## src/rtl/bcd_event_counter_pkg.sv

```systemverilog
// Shared types and constants for the BCD event counter.
// The optional macro BCD_DOWN_COUNT_EN adds an up/down control port to bcd_event_counter.
package bcd_pkg;

    typedef logic [3:0] bcd_digit_t;

    localparam bcd_digit_t BCD_MAX = 4'd9;
    localparam bcd_digit_t BCD_MIN = 4'd0;

    // True for the ten legal BCD codes 0..9.
    function automatic logic bcd_is_legal(input bcd_digit_t d);
        return (d <= BCD_MAX);
    endfunction

endpackage

```

## src/rtl/bcd_event_counter_digit.sv

```systemverilog
// One BCD decade: steps up or down on cnt_in, wraps 9<->0 and
// raises cnt_out in the same cycle so the cascade ripples combinationally.
module bcd_digit
    import bcd_pkg::*;
(
    input  logic       clk,
    input  logic       reset,
    input  logic       clear,
    input  logic       cnt_in,
    input  logic       dir,
    output bcd_digit_t q,
    output logic       cnt_out
);

    // Carry (up) leaves on 9, borrow (down) leaves on 0; an illegal code never propagates.
    always_comb begin
        cnt_out = 1'b0;
        if (cnt_in) begin
            cnt_out = dir ? (q == BCD_MAX) : (q == BCD_MIN);
        end
    end

    // Decade register: clear wins over stepping, illegal codes collapse to 0.
    always_ff @(posedge clk or posedge reset) begin
        if (reset) begin
            q <= BCD_MIN;
        end else if (clear) begin
            q <= BCD_MIN;
        end else if (cnt_in) begin
            if (!bcd_is_legal(q)) begin
                q <= BCD_MIN;
            end else if (dir) begin
                q <= (q == BCD_MAX) ? BCD_MIN : q + 4'd1;
            end else begin
                q <= (q == BCD_MIN) ? BCD_MAX : q - 4'd1;
            end
        end
    end

endmodule

```

## src/rtl/bcd_event_counter.sv

```systemverilog
// Cascaded BCD event counter with one-cycle wrap pulse and sticky overflow.
// Define BCD_DOWN_COUNT_EN to add the up_dn input (1=up, 0=down); otherwise up-count only.
module bcd_event_counter
    import bcd_pkg::*;
#(
    parameter int NUM_DIGITS = 4
) (
    input  logic                    clk,
    input  logic                    reset,
    input  logic                    enable_n,
    input  logic                    clear,
    input  logic                    hold,
`ifdef BCD_DOWN_COUNT_EN
    input  logic                    up_dn,
`endif
    output logic [4*NUM_DIGITS-1:0] digits,
    output logic                    carry_out,
    output logic                    overflow
);

    logic              dir;
    logic              advance_p0;
    logic [NUM_DIGITS:0] cnt_chain;
    logic              carry_p1;
    logic              overflow_p1;

`ifdef BCD_DOWN_COUNT_EN
    assign dir = up_dn;
`else
    assign dir = 1'b1;
`endif

    // Stage p0: a strobe counts only when neither clear nor hold is active; held strobes are dropped.
    always_comb begin
        advance_p0 = !enable_n && !hold && !clear;
    end

    assign cnt_chain[0] = advance_p0;

    genvar g;
    generate
        for (g = 0; g < NUM_DIGITS; g++) begin : g_decade
            bcd_digit u_digit (
                .clk     (clk),
                .reset   (reset),
                .clear   (clear),
                .cnt_in  (cnt_chain[g]),
                .dir     (dir),
                .q       (digits[4*g +: 4]),
                .cnt_out (cnt_chain[g+1])
            );
        end
    endgenerate

    // Stage p1: the last decade's carry/borrow becomes the wrap pulse and sets the sticky flag.
    always_ff @(posedge clk or posedge reset) begin
        if (reset) begin
            carry_p1    <= 1'b0;
            overflow_p1 <= 1'b0;
        end else if (clear) begin
            carry_p1    <= 1'b0;
            overflow_p1 <= 1'b0;
        end else begin
            carry_p1    <= cnt_chain[NUM_DIGITS];
            overflow_p1 <= overflow_p1 | cnt_chain[NUM_DIGITS];
        end
    end

    assign carry_out = carry_p1;
    assign overflow  = overflow_p1;

endmodule

```

## config.mk

```make
export PLATFORM = sky130hd
export DESIGN_NAME = bcd_event_counter
export DESIGN_NICKNAME = d
export VERILOG_FILES = /design/src/rtl/bcd_event_counter_pkg.sv /design/src/rtl/bcd_event_counter_digit.sv /design/src/rtl/bcd_event_counter.sv
export SDC_FILE = /design/constraint.sdc
export NUM_CORES = 1
export LEC_CHECK = 0
export ABC_AREA = 1
export ABC_CLOCK_PERIOD_IN_PS = 2800
export BUFFER_PORTS_ARGS = -buffer_cell sky130_fd_sc_hd__buf_4
export CORE_UTILIZATION = 25
export CTS_CLUSTER_DIAMETER = 100
export DETAILED_ROUTE_END_ITERATION = 10
export HOLD_SLACK_MARGIN = 0.1
export PLACE_DENSITY_LB_ADDON = 0.3
export SYNTH_ARGS = -nofsm -noshare
export SYNTH_HDL_FRONTEND = slang
export SYNTH_SLANG_ARGS = --single-unit
```

## constraint.sdc

```tcl
create_clock -name clk -period 2.8 [get_ports clk]
set_input_delay 0.42 -clock clk [delete_from_list [all_inputs] [get_ports clk]]
set_output_delay 0.42 -clock clk [all_outputs]
set_load 0.02 [all_outputs]
```

## Yosys cells after proc, flatten, opt, wreduce, memory -nomap -nowiden

Index checks and enable logic that the tools add are counted.

- Bits in registers: 18
- Bits in latches: 0
- Bits in writable memories: 0
- Memory bits (read-only): 0
- Input port bits: 5
- Output and inout port bits: 18
- Word-level logic and storage cells: 50
- Memories kept: 0

- Add/subtract/negate cells: 4
- Multipliers: 0
- Divide/modulo/power cells: 0
- $lt $le $gt $ge: 4
- Equality and inequality tests: 4
- Shift operators: 0
- Muxes and demuxes: 22
- Bitwise logic cells: 1
- Reduce and logical (&&, ||, !) cells: 9

Operator list:

| operator | number |
|---|---|
| $mux W4 | 16 |
| $add A4 B1 Y4 const B | 4 |
| $eq A4 B4 Y1 const B | 4 |
| $le A4 B4 Y1 const B | 4 |
| $reduce_bool A2 Y1 | 4 |
| $mux W1 | 6 |
| $logic_not A1 Y1 | 3 |
| $logic_and A1 B1 Y1 | 2 |
| $or A1 B1 Y1 | 1 |

## Depth between registers and ports, before layout

- Word-level depth: 9
- Mapped depth: 8
- Gate-level depth less buffers: 8

## Cells and area by module

Synthesis repeated with hierarchy kept, for this count alone.

- Cell total of the unflattened synthesis: 244
- Area total of the unflattened synthesis: 1456.4 sq um

Modules (own cells, without submodules):

| module | times used | cells an instance | area an instance (sq um) | seq. area each (sq um) |
|---|---|---|---|---|
| bcd_digit | 4 | 58 | 341.6 | 100.1 |
| bcd_event_counter | 1 | 12 | 90.1 | 50.0 |

## Least setup slack after synthesis

No wires, ideal clock.

- Path kind: register to register
- Start: reg g_decade[0].u_digit.q[1]
- End: reg g_decade[2].u_digit.q[2]
- Library setup time: 0.066 ns
- Data arrival time: 1.161 ns
- Required time: 2.734 ns
- Path slack: 1.573 ns
- Cell stages (with the launch flop): 8
- Buffers on the path: 0
- Clock period less this slack: 1.227 ns
- Cell sequence: dfrtp_1 -> nor2_1 -> nand2_2 -> nor2_8 -> nand2_4 -> nand2_2 -> nand3_1 -> nand2_1

- Longest elaborated chain between the ends: 4

RTL lines:

| item | RTL line | source |
|---|---|---|
| start: declaration | bcd_event_counter_digit.sv:11 | `output bcd_digit_t q,` |
| start signal: assignment | bcd_event_counter_digit.sv:33 | `q <= (q == BCD_MAX) ? BCD_MIN : q + 4'd1;` |
| start signal: assignment | bcd_event_counter_digit.sv:35 | `q <= (q == BCD_MIN) ? BCD_MAX : q - 4'd1;` |
| $eq A4 B4 Y1 | bcd_event_counter_digit.sv:19 | `cnt_out = dir ? (q == BCD_MAX) : (q == BCD_MIN);` |
| $mux W1 (2 in series) | bcd_event_counter_digit.sv:18 | `if (cnt_in) begin` |
| $reduce_bool A2 Y1 (no source line) | n/a |  |
| end signal: assignment | bcd_event_counter_digit.sv:33 |  |
| end signal: assignment | bcd_event_counter_digit.sv:35 |  |
| end: declaration | bcd_event_counter_digit.sv:11 |  |

No other way between the ends.
A chain may end at the register's enable or synchronous reset.

## Worst setup path in the final report

- Start: reg g_decade[3].u_digit.q[1]
- End: out digits[13]

RTL lines:

| item | RTL line | source |
|---|---|---|
| start: declaration | bcd_event_counter_digit.sv:11 |  |
| start signal: assignment | bcd_event_counter_digit.sv:33 |  |
| start signal: assignment | bcd_event_counter_digit.sv:35 |  |
| end: declaration | bcd_event_counter.sv:16 | `output logic [4*NUM_DIGITS-1:0] digits,` |

No word-level cell between the ends.

==> impl_metrics.json <==
{
  "postCtsHoldBufs": 0,
  "final_nets": 179,
  "yosysSeqAreaShare_pct": 41.7,
  "drc": 0,
  "insertion_delay_ns": 0.25,
  "die_w_um": 67.7,
  "hold-worst-slack_ns": 0.277,
  "cp_max_fo": 7,
  "grt_start_max_net_pins": 19,
  "grt_use_total_pct": 11.7,
  "grt_antenna_before_repair": 0,
  "first_pass_iters": 4,
  "powerDensity_nw_per_um2": 407,
  "finalSetupTns_ns": 0,
  "clkTransAtPathRegs_ns": 0.07,
  "synthTopCellsByArea": "dfrtp_1, nand2_1, nand3_1, inv_1, o21ai_0",
  "grt_pass1_wl_mm": 4.06,
  "min_path_type": "in2async",
  "fillers": 437,
  "cp_top_family": "flip-flops",
  "synth_cell_types": 24,
  "root_buffer": "clkbuf_8",
  "post_cts_buffers": 0,
  "first_global_vias": 923,
  "cts_buffers": 3,
  "ant_nets": 0,
  "clock-sinks": 18,
  "p_leak_nw": 0.706,
  "pre_cts_slack_ns": 1.40,
  "cap_violations": 0,
  "max_slew_margin_pct": 54.0,
  "area_growth_pct": 25.8,
  "outcome": "finished, final reports clean",
  "setup_viol": 0,
  "drive_gt1_share_pct": 21.4,
  "drt_iter0_markers": 86,
  "tightestPinTransition_ns": 0.690,
  "fmax_ghz": 0.748,
  "grt_overflow": 0,
  "syn_inst": 148,
  "yosys.area.top_type_share_pct": 41.7,
  "cp.arrival_ns": 0.92,
  "row_count": 23,
  "cts_max_path_buffers": 2,
  "vias": 1000,
  "vias_per_cell": 4.48,
  "critPathKind": "reg2out",
  "die_h_um": 67.7,
  "core_area_um2": 4090,
  "worstSetupEndpointType": "primary output",
  "fin_crit_sh_pct": 47.7,
  "critical_path.max_stage_delay_ns": 0.48,
  "finalMaxSlewViolations": 0,
  "start_util_pct": 26.4,
  "rsz0062_at_grt": "no",
  "synth_fp_nets": 153,
  "crit_chain": "buf_4",
  "ctsResizeCount": 0,
  "dp_hpwl_mm": 1.79,
  "cts_tree": "built",
  "worstPathRequired_ns": 2.38,
  "portBuffers": 22,
  "synthesis.area_um2": 1080,
  "io_pins": 23,
  "htree_levels": 1,
  "setup_slack_ns": 1.46,
  "startpoint_type": "register",
  "wirelength_mm": 2.37,
  "fp.dieArea_um2": 4590,
  "ir_drop_v": 0.000178,
  "finalClockSkew_ns": 0.00442,
  "crit_slowest_cell": "dfrtp_1",
  "diodes": 0,
  "yosysWarnings": 0,
  "finalWorstPathRequiredPeriod_ns": 1.34,
  "syn_avg_cell_area_um2": 7.30,
  "wire_per_inst_um": 10.6,
  "place_congestion": 0.865,
  "yosys.area.top_type": "dfrtp_1",
  "final-hold-violation-count": 0,
  "yosys_register_bits": 18,
  "path_buf_inv": 1
}
[cell usage in the layout, fill, tap and decap left out]
master,Yosys,final
nor2_2,2,2
nand3_1,18,18
o21ai_0,14,14
o21bai_1,1,1
nand3_4,1,1
mux2i_1,1,1
buf_4,0,22
nand2_1,38,38
nor3_1,3,3
or2_2,1,1
nor2_8,1,1
inv_4,1,1
nor2_1,13,13
nand4_1,1,1
xor2_1,1,1
nand2_4,2,2
o22ai_1,2,2
dfrtp_1,18,18
nand2_2,3,3
clkbuf_8,0,4
or2_1,1,1
a21oi_1,2,2
inv_1,19,19
o21ai_1,3,3
o211ai_1,1,1
[layout make-up]
class | count | area, µm² | area share, %
Clock buffer | 4 | 55.1 | 4.05
Inverter | 20 | 77.6 | 5.71
Sequential cell | 18 | 450 | 33.1
Multi-Input combinational cell | 109 | 548 | 40.3
Tap cell | 50 | 62.6 | 4.60
Timing Repair Buffer | 22 | 165 | 12.2
[logic make-up after synthesis]
kind of cell	count (synthesis)	share of synthesized area [%]
flops	18	41.7
xor+xnor	1	0.811
buf+inv	21	7.53
compound gates	23	11.4
mux	1	0.927
simple gates	84	37.7
[path summary, 6_finish.rpt]
kind | from | to | slack, ns | cells after the start
min in group clk | clear | g_decade[3].u_digit.q[0] | 0.48 | 4
worst max-delay path | g_decade[3].u_digit.q[1] | digits[13] | 1.46 | 1
worst max register to register | g_decade[0].u_digit.q[1] | g_decade[2].u_digit.q[1] | 1.52 | 7
worst min-delay path | reset | g_decade[2].u_digit.q[0] | 0.28 | 2
worst min register to register | overflow | overflow | 0.51 | 2
max in group asynchronous | reset | g_decade[2].u_digit.q[1] | 2.08 | 2
[state kept, by name (all words and copies together) (netlist names)]
signal	count
overflow	1
carry_out	1
g_decade.u_digit.q	16
[synth_stat cells]
cell type,count
nor2_1,13
a21oi_1,2
o21bai_1,1
dfrtp_1,18
nand4_1,1
nor3_1,3
nor2_2,2
xor2_1,1
nand2_2,3
buf_1,1
o211ai_1,1
nor2_8,1
mux2i_1,1
or2_2,1
nand3_1,18
nand2_4,2
inv_1,19
inv_4,1
nand3_4,1
o22ai_1,2
or2_1,1
o21ai_0,14
nand2_1,38
o21ai_1,3
[power by group]
group	internal [mW]	switching, mW
registers	0.266	0.0109
clock network	0.125	0.0849
logic	0.0259	0.0408
[per-stage QoR]
step                      std cells  cell area [µm²]  utilization [%]  total power [mW]
after floorplan                 148             1080                -             0.324
after detailed placement        219             1300             31.9             0.350
after global placement          219             1300             31.9             0.350
final                           223             1360             33.3             0.554
after CTS                       223             1360             33.3             0.561
after global routing            223             1360             33.3             0.580
[per-layer routing]
metal	up-vias	GRT usage [%]	part of all wire [%]
met2	23	18.2	45
li1	527	-	-
met5	-	0	0
met1	448	15.4	50
met3	2	2.70	3.8
met4	0	4.79	0.76
Power figures use the tool's default switching activity.
